==> config.mk <==
export PLATFORM = sky130hd
export DESIGN_NAME = bias_relu
export DESIGN_NICKNAME = d
export VERILOG_FILES = /design/src/rtl/bias_relu.sv
export SDC_FILE = /design/constraint.sdc
export NUM_CORES = 2
export LEC_CHECK = 0
export ABC_CLOCK_PERIOD_IN_PS = 71700
export BUFFER_PORTS_ARGS = -buffer_cell sky130_fd_sc_hd__buf_2
export CAP_MARGIN = 20
export CORE_UTILIZATION = 50
export DETAILED_ROUTE_END_ITERATION = 6
export PLACE_DENSITY = 0.69
export SETUP_SLACK_MARGIN = 0.5
export SYNTH_ARGS = -nofsm -noshare
export SYNTH_HDL_FRONTEND = slang
export SYNTH_SLANG_ARGS = --single-unit
==> constraint.sdc <==
create_clock -name clk -period 71.7 [get_ports clk]
set_input_delay 7.17 -clock clk [delete_from_list [all_inputs] [get_ports clk]]
set_output_delay 7.17 -clock clk [all_outputs]
set_load 0.1 [all_outputs]
==> src/rtl/bias_relu.sv <==
// ----------------------------------------------------------------------------
// bias_relu: post-matmul stage of a dense layer.
//   Adds a per-element bias to the packed matmul result vector, one element at
//   a time, through a single shared add_float.  ReLU is optionally applied to
//   each sum.  The result vector feeds the next layer's matmul `a` operand.
//
// Ports
//   clk       clock; all state changes on posedge
//   rst       asynchronous, active-high reset
//   start     1-cycle pulse; latches x/bias and begins (only in idle/done)
//   x         input vector, element 0 at [S*N-1 -: S]
//   bias      bias vector, same packing as x
//   y         registered result vector, same packing
//   busy      high from the cycle after an accepted start until done
//   done      level; high from run completion until the next accepted start
//   nan_flag  sticky per run; set when any element sum is NaN
//
// add_float: multi-cycle IEEE-754 adder (round to nearest even).
//   Operands are captured on start; the result and flags are registered one
//   cycle later, with done pulsed for that single cycle.  Result and flags
//   hold until the next start.  sub=1 computes a - b.
// ----------------------------------------------------------------------------

module add_float #(
    parameter int unsigned FLOAT_WIDTH = 32,
    parameter bit          sub         = 1'b0
) (
    input  logic                   clk,
    input  logic                   rst_n,
    input  logic                   start,
    input  logic [FLOAT_WIDTH-1:0] a,
    input  logic [FLOAT_WIDTH-1:0] b,
    output logic [FLOAT_WIDTH-1:0] result,
    output logic                   done,
    output logic                   nan,
    output logic                   overflow,
    output logic                   underflow,
    output logic                   zero
);
    localparam int unsigned S = FLOAT_WIDTH;
    localparam int unsigned E = (S == 64) ? 11 : ((S == 16) ? 5 : 8);
    localparam int unsigned M = S - 1 - E;
    // Working mantissa: carry, hidden, fraction, guard/round/sticky.
    localparam int unsigned W = M + 5;
    localparam logic [E-1:0] EMAX = '1;

    logic [S-1:0] a_q, b_q;
    logic         pend_q;

    logic [S-1:0] res_c;
    logic         nan_c, ovf_c, unf_c, zero_c;

    always_comb begin
        logic         sa, sb, sl, ss;
        logic [E-1:0] ea, eb, ef;
        logic [M-1:0] fa, fb;
        logic         a_nan, b_nan, a_inf, b_inf;
        logic [E:0]   el, es, e, d;
        logic [W-1:0] ml, ms, m;
        logic         sticky;
        logic [M+1:0] mr;

        sa    = a_q[S-1];
        ea    = a_q[S-2 -: E];
        fa    = a_q[M-1:0];
        sb    = b_q[S-1] ^ sub;
        eb    = b_q[S-2 -: E];
        fb    = b_q[M-1:0];
        a_nan = (ea == EMAX) && (fa != '0);
        b_nan = (eb == EMAX) && (fb != '0);
        a_inf = (ea == EMAX) && (fa == '0);
        b_inf = (eb == EMAX) && (fb == '0);

        res_c  = '0;
        nan_c  = 1'b0;
        ovf_c  = 1'b0;
        unf_c  = 1'b0;
        zero_c = 1'b0;

        // Order operands by magnitude so the subtraction never goes negative.
        if ({ea, fa} >= {eb, fb}) begin
            sl = sa;
            ss = sb;
            el = (ea == '0) ? (E+1)'(1) : {1'b0, ea};
            es = (eb == '0) ? (E+1)'(1) : {1'b0, eb};
            ml = {1'b0, ea != '0, fa, 3'b000};
            ms = {1'b0, eb != '0, fb, 3'b000};
        end else begin
            sl = sb;
            ss = sa;
            el = (eb == '0) ? (E+1)'(1) : {1'b0, eb};
            es = (ea == '0) ? (E+1)'(1) : {1'b0, ea};
            ml = {1'b0, eb != '0, fb, 3'b000};
            ms = {1'b0, ea != '0, fa, 3'b000};
        end

        // Align the smaller operand, folding shifted-out bits into sticky.
        d      = el - es;
        sticky = 1'b0;
        for (int i = 0; i < int'(W); i++) begin
            if (int'(d) > i) begin
                sticky = sticky | ms[0];
                ms     = ms >> 1;
            end
        end
        ms[0] = ms[0] | sticky;

        m = (sl == ss) ? (ml + ms) : (ml - ms);
        e = el;

        if (m[W-1]) begin
            m = {1'b0, m[W-1:2], m[1] | m[0]};
            e = e + 1'b1;
        end

        // Left-normalise; stop at the minimum exponent (subnormal result).
        for (int i = 0; i < int'(W); i++) begin
            if (!m[W-2] && (e > (E+1)'(1))) begin
                m = m << 1;
                e = e - 1'b1;
            end
        end

        mr = {1'b0, m[W-2:3]} + (M+2)'(m[2] & (m[1] | m[0] | m[3]));
        if (mr[M+1]) begin
            mr = mr >> 1;
            e  = e + 1'b1;
        end
        // Hidden bit clear means the result stayed subnormal.
        ef = mr[M] ? e[E-1:0] : '0;

        if (m == '0) begin
            // Exact zero is +0 unless both addends were -0.
            res_c[S-1] = sl & ss;
            zero_c     = 1'b1;
        end else if (e >= {1'b0, EMAX}) begin
            res_c      = {sl, EMAX, {M{1'b0}}};
            ovf_c      = 1'b1;
        end else begin
            res_c      = {sl, ef, mr[M-1:0]};
            unf_c      = !mr[M];
        end

        if (a_nan || b_nan || (a_inf && b_inf && (sa != sb))) begin
            res_c           = '0;
            res_c[S-2 -: E] = EMAX;
            res_c[M-1]      = 1'b1;
            nan_c           = 1'b1;
            ovf_c           = 1'b0;
            unf_c           = 1'b0;
            zero_c          = 1'b0;
        end else if (a_inf || b_inf) begin
            res_c  = {a_inf ? sa : sb, EMAX, {M{1'b0}}};
            ovf_c  = 1'b0;
            unf_c  = 1'b0;
            zero_c = 1'b0;
        end
    end

    always_ff @(posedge clk or negedge rst_n) begin
        if (!rst_n) begin
            a_q       <= '0;
            b_q       <= '0;
            pend_q    <= 1'b0;
            result    <= '0;
            done      <= 1'b0;
            nan       <= 1'b0;
            overflow  <= 1'b0;
            underflow <= 1'b0;
            zero      <= 1'b0;
        end else begin
            done <= 1'b0;
            if (start) begin
                a_q    <= a;
                b_q    <= b;
                pend_q <= 1'b1;
            end else if (pend_q) begin
                pend_q    <= 1'b0;
                result    <= res_c;
                nan       <= nan_c;
                overflow  <= ovf_c;
                underflow <= unf_c;
                zero      <= zero_c;
                done      <= 1'b1;
            end
        end
    end

endmodule

module bias_relu #(
    parameter int unsigned S    = 32,
    parameter int unsigned N    = 4,
    parameter bit          RELU = 1'b1
) (
    input  logic           clk,
    input  logic           rst,
    input  logic           start,
    input  logic [S*N-1:0] x,
    input  logic [S*N-1:0] bias,
    output logic [S*N-1:0] y,
    output logic           busy,
    output logic           done,
    output logic           nan_flag
);
    localparam int unsigned IW = (N > 1) ? $clog2(N) : 1;
    localparam int unsigned E  = (S == 64) ? 11 : ((S == 16) ? 5 : 8);
    localparam int unsigned M  = S - 1 - E;

    typedef enum logic [2:0] {StIdle, StIssue, StWait, StWrite, StDone} state_t;

    state_t         state;
    logic [IW-1:0]  idx;
    logic [S*N-1:0] x_q, bias_q;
    logic [S-1:0]   op_a, op_b, sum, y_elem;
    logic           add_start, add_done, add_nan, sum_is_nan;

    // Element idx sits at the top of the packed vector for idx 0.
    always_comb begin
        op_a = x_q[S*N-1 -: S];
        op_b = bias_q[S*N-1 -: S];
        for (int i = 1; i < int'(N); i++) begin
            if (idx == IW'(i)) begin
                op_a = x_q[(int'(N)-1-i)*int'(S) +: S];
                op_b = bias_q[(int'(N)-1-i)*int'(S) +: S];
            end
        end
    end

    assign add_start = (state == StIssue);

    add_float #(
        .FLOAT_WIDTH (S),
        .sub         (1'b0)
    ) u_add (
        .clk       (clk),
        .rst_n     (~rst),
        .start     (add_start),
        .a         (op_a),
        .b         (op_b),
        .result    (sum),
        .done      (add_done),
        .nan       (add_nan),
        .overflow  (),
        .underflow (),
        .zero      ()
    );

    // NaN passes through ReLU untouched; every other negative (incl. -0) clamps.
    assign sum_is_nan = (&sum[S-2 -: E]) && (|sum[M-1:0]);

    always_comb begin
        y_elem = sum;
        if (RELU && sum[S-1] && !sum_is_nan) begin
            y_elem = '0;
        end
    end

    always_ff @(posedge clk or posedge rst) begin
        if (rst) begin
            state    <= StIdle;
            idx      <= '0;
            x_q      <= '0;
            bias_q   <= '0;
            y        <= '0;
            busy     <= 1'b0;
            done     <= 1'b0;
            nan_flag <= 1'b0;
        end else begin
            unique case (state)
                StIdle, StDone: begin
                    if (start) begin
                        x_q      <= x;
                        bias_q   <= bias;
                        idx      <= '0;
                        nan_flag <= 1'b0;
                        busy     <= 1'b1;
                        done     <= 1'b0;
                        state    <= StIssue;
                    end
                end
                StIssue: state <= StWait;
                StWait: begin
                    if (add_done) begin
                        state <= StWrite;
                    end
                end
                StWrite: begin
                    for (int i = 0; i < int'(N); i++) begin
                        if (idx == IW'(i)) begin
                            y[(int'(N)-1-i)*int'(S) +: S] <= y_elem;
                        end
                    end
                    nan_flag <= nan_flag | add_nan;
                    if (idx == IW'(N-1)) begin
                        busy  <= 1'b0;
                        done  <= 1'b1;
                        state <= StDone;
                    end else begin
                        idx   <= idx + 1'b1;
                        state <= StIssue;
                    end
                end
                default: state <= StIdle;
            endcase
        end
    end

endmodule

==> results summary <==
The run finished with clean final reports. The top-level I/O count came out at 390. The cell family contributing the most delay on the critical path is compound AO/OA/AOI/OAI gates. The area fraction in compound gates after synthesis is 0.270. The category of the worst setup path capture point is a flip-flop.

The H-tree level count is 2. The synthesis warning total is 0. The number of enable-type register cells in the synthesized netlist is 0. The HPWL after detailed placement came out at 145 mm.

From synthesis to final layout, the design area changed by 8.08%. After technology mapping, the gate count stands at 7424. The number of max-cap violations came out at 0. Setup repair after global routing left no endpoint under its margin. The remaining global-route overflow is 0.

The number of rows in the core area is 119. The area enclosed by the die boundary came out at about 110000 um2. The XOR/XNOR share of the synthesized area came out at 0.0306. The post-synthesis async set-or-reset flop share came out at 1.00. Clock-pin slew was measured on the worst setup and hold paths at around 0.07 ns. STA classifies the critical path startpoint as a flip-flop. The largest area contributor in the synthesized netlist is sky130_fd_sc_hd__dfrtp_1. The initial utilization of the core area, before any placement, comes to 0.507. The first-pass iteration count of the detailed router came out at 6.

By area the synthesized netlist is led by sky130_fd_sc_hd__dfrtp_1 (23%), sky130_fd_sc_hd__nand2_1 (11%), sky130_fd_sc_hd__mux2i_1 (8.5%). The required time at the endpoint of the critical path is between 70 and 80 ns. The mean number of vias per cell is between 6 and 7. The buffers plus inverters on the worst setup path came out at just over 50.

The path with the worst hold slack has its endpoint at x_q[98]. The buffers inserted during post-CTS setup optimization is 0. At the end of routability-driven placement, the weighted congestion stood at between 1 and 1.5. The highest attainable clock frequency came out at 15.3 MHz. The area fraction in and, or, nand and nor cells after synthesis came out at 0.277. STA puts the critical path data arrival time at roughly 66 ns. The combinational family with the most area after synthesis is simple AND/OR/NAND/NOR gates. The final-report setup violation count is 0. The final cycle utilization of the critical path came out at 0.913. The minimum clock period after layout is ~65 ns.

The proportion of synthesized area in mux cells came out at 0.113. The most frequent cell after synthesis is sky130_fd_sc_hd__nand2_1. At the end of the flow, the number of nets in the layout was 7943. For this design, the slowest cell found on the critical path is sky130_fd_sc_hd__mux2i_1. The headroom to the max-slew limit came out at 0.219.

The cell depth of the worst min-delay path came out at 2. The count of different cell masters after synthesis came out at 162. The number of flip-flops and latches in the synthesized netlist came out at ~490. The critical path in this run is classified as flip-flop to flip-flop. The routed wire length came out at roughly 190 mm. The wire length of the first global-routing pass came out at between 200 and 300 mm. The average wire per standard cell is ~21 um.

The hold violation total from the final report is 0. The max-slew violation count is 0. The flip-flop and latch area is 12300 um2. The deepest clock path buffer count came out at 3. The initial antenna violation count is 18. During placement, the flow inserted port buffers numbering 389.

The capture instance of the worst register-to-register path is u_add.result[0]. Of the total synthesized cell area, the portion taken by full adders, half adders and majority gates is 0.0309. In this run the most critical hold path is launched from x_q[98]. TritonCTS built the clock tree. The most used flip-flop cell after synthesis is sky130_fd_sc_hd__dfrtp_1. The total number of vias came out at 56900. The number of sinks handled by clock tree synthesis came out at around 500. The synthesized area divided by synthesized cell count came out at 7.22 um2. The via count of the first global-routing pass is 52800. The startpoint identified for the worst register-to-register timing path is u_add.b_q[13].

The violation count after the first detailed-route iteration came out at 5717. The number of inserted filler cells in the final layout is 10400. The floorplan step defined a core boundary enclosing 106000 um2. Across all setup checks in the final design, the least slack found is about 6.2 ns. The logic depth of the worst register-to-register path is between 200 and 300.

The die extent in y came out at about 330 um. The worst-margin pin slew came out at around 1.2 ns. The worst-path maximum fanout came out at 67. The area of the mapped netlist is 53600 um2. The fraction of final layout cells sized beyond drive strength 1 is 0.126. The path type of the worst min-delay path is flip-flop to flip-flop. The die is between 300 and 400 um wide.

The area used by multi-input combinational logic came out at ~40000 um2. In the global route stage, overall resource usage came out at 0.335. Clock skew on the completed layout was measured at between 0.02 and 0.03 ns.

The DRC violation count after routing is 0. The slack of the worst reg-to-reg path is 6.23 ns. The clock reaches the later pin of the worst-skew pair after ~0.60 ns. After synthesis, the most frequently instantiated cells are sky130_fd_sc_hd__nand2_1 (1634), sky130_fd_sc_hd__nor2_1 (720), sky130_fd_sc_hd__o21ai_0 (557), sky130_fd_sc_hd__a21oi_1 (543), sky130_fd_sc_hd__dfrtp_1 (491).

Clock tree synthesis inserted a total of 44 buffers. The net count of the mapped netlist came out at slightly below 8000. The sequential area share after synthesis came out at 0.229. The root buffer cell chosen for the clock tree is sky130_fd_sc_hd__clkbuf_16. The count of nets left with antenna violations once routing finished came out at 0. The fraction of post-synthesis cell area in the top cell type by area came out at 0.229.

The minimum setup slack after placement came out at roughly 5.9 ns. The setup total negative slack came out at 0 ns. The pin count of the biggest net entering global routing came out at 220. In this design, the stage delay of the slowest critical-path cell is between 0.8 and 0.9 ns.
==> tightest hold or removal path: stages, from the launching register on <==
cell and delay [ns]:
sky130_fd_sc_hd__dfrtp_1 0.34, sky130_fd_sc_hd__nand2_1 0.05, sky130_fd_sc_hd__nand2_1 0.05
==> metrics by stage <==
step,hold WS [ns],cell area (um2),cells,utilization
floorplan,0.423,53600,7424,-
CTS,0.478,57700,8966,0.545
finish,0.473,58000,8985,0.548
global route,0.489,58000,8983,0.547
detailed placement,0.459,56300,8888,0.532
global placement,0.456,56300,8886,0.532
==> how the worst max path moves through the flow <==
| stage | cells past startpoint | slack (ns) | end | from |
|---|---|---|---|---|
| 2_1_floorplan | 296 | 12.94 | u_add.result[0] | u_add.b_q[29] |
| 3_3_place_gp | 251 | 7.81 | u_add.result[6] | u_add.b_q[13] |
| 3_5_place_dp | 251 | 5.89 | u_add.result[11] | u_add.b_q[13] |
| 4_1_cts | 251 | 5.61 | u_add.result[0] | u_add.b_q[12] |
| 5_1_grt | 252 | 0.65 | u_add.result[10] | u_add.b_q[13] |
| 6_report | 253 | 6.23 | u_add.result[0] | u_add.b_q[13] |
==> flip-flops by register name, summed over array words and instances, names as in the netlist <==
name          count
busy              1
idx               2
y               128
state             3
u_add.done        1
u_add.result     32
u_add.a_q        32
u_add.nan         1
done              1
u_add.b_q        32
u_add.pend_q      1
bias_q          128
nan_flag          1
x_q             128
==> what timing repair did <==
item | in CTS | in global routing
hold buffers | 0 | 0
gates resized for setup | 0 | 3
setup endpoints to repair | 0 | 31
==> routing by layer <==
metal | up-vias | track usage | wire [um]
met5 | - | 0 | 170
met4 | 26 | 0.141 | 8550
met3 | 467 | 0.0439 | 12500
met2 | 2342 | 0.556 | 87800
met1 | 26900 | 0.437 | 81100
li1 | 27200 | - | -
==> final cells by class <==
type	instances	area share
sequential	491	0.212
clock inverter	11	0.00168
inverter	184	0.0120
timing repair buffer	498	0.0499
tap	1391	0.0300
multi-input combinational	6337	0.671
clock buffer	67	0.0229
antenna	6	0.000259
==> cell usage in the layout (no fill, tap or decap), types with 55 or more instances in the layout <==
cell type / count
sky130_fd_sc_hd__dfrtp_1: 491
sky130_fd_sc_hd__o21ai_1: 92
sky130_fd_sc_hd__mux2i_1: 456
sky130_fd_sc_hd__mux2_2: 105
sky130_fd_sc_hd__buf_2: 390
sky130_fd_sc_hd__xnor2_1: 128
sky130_fd_sc_hd__o21ai_0: 557
sky130_fd_sc_hd__a31oi_1: 63
sky130_fd_sc_hd__a21oi_1: 538
sky130_fd_sc_hd__nor4_1: 92
sky130_fd_sc_hd__inv_1: 175
sky130_fd_sc_hd__o211ai_1: 65
sky130_fd_sc_hd__nand3_1: 138
sky130_fd_sc_hd__ha_1: 123
sky130_fd_sc_hd__a211oi_1: 59
sky130_fd_sc_hd__and3_1: 63
sky130_fd_sc_hd__nand4_1: 63
sky130_fd_sc_hd__nor3_1: 161
sky130_fd_sc_hd__nand2_1: 1628
sky130_fd_sc_hd__buf_4: 97
sky130_fd_sc_hd__nor2_1: 715
sky130_fd_sc_hd__and2_1: 64
sky130_fd_sc_hd__o31ai_1: 55
==> kinds of logic (layout without fill, tap and decap cells) <==
family | count (synthesis) | after routing
compound gates | 2160 | 2162
xor+xnor | 180 | 180
fa+ha+maj | 132 | 132
buf+inv | 598 | 760
flops | 491 | 491
mux | 584 | 584
other cells | 0 | 6
simple gates | 3279 | 3279
Power is not shown: default switching activity piles up to over one toggle a cycle in this logic, so the estimate is an artifact.
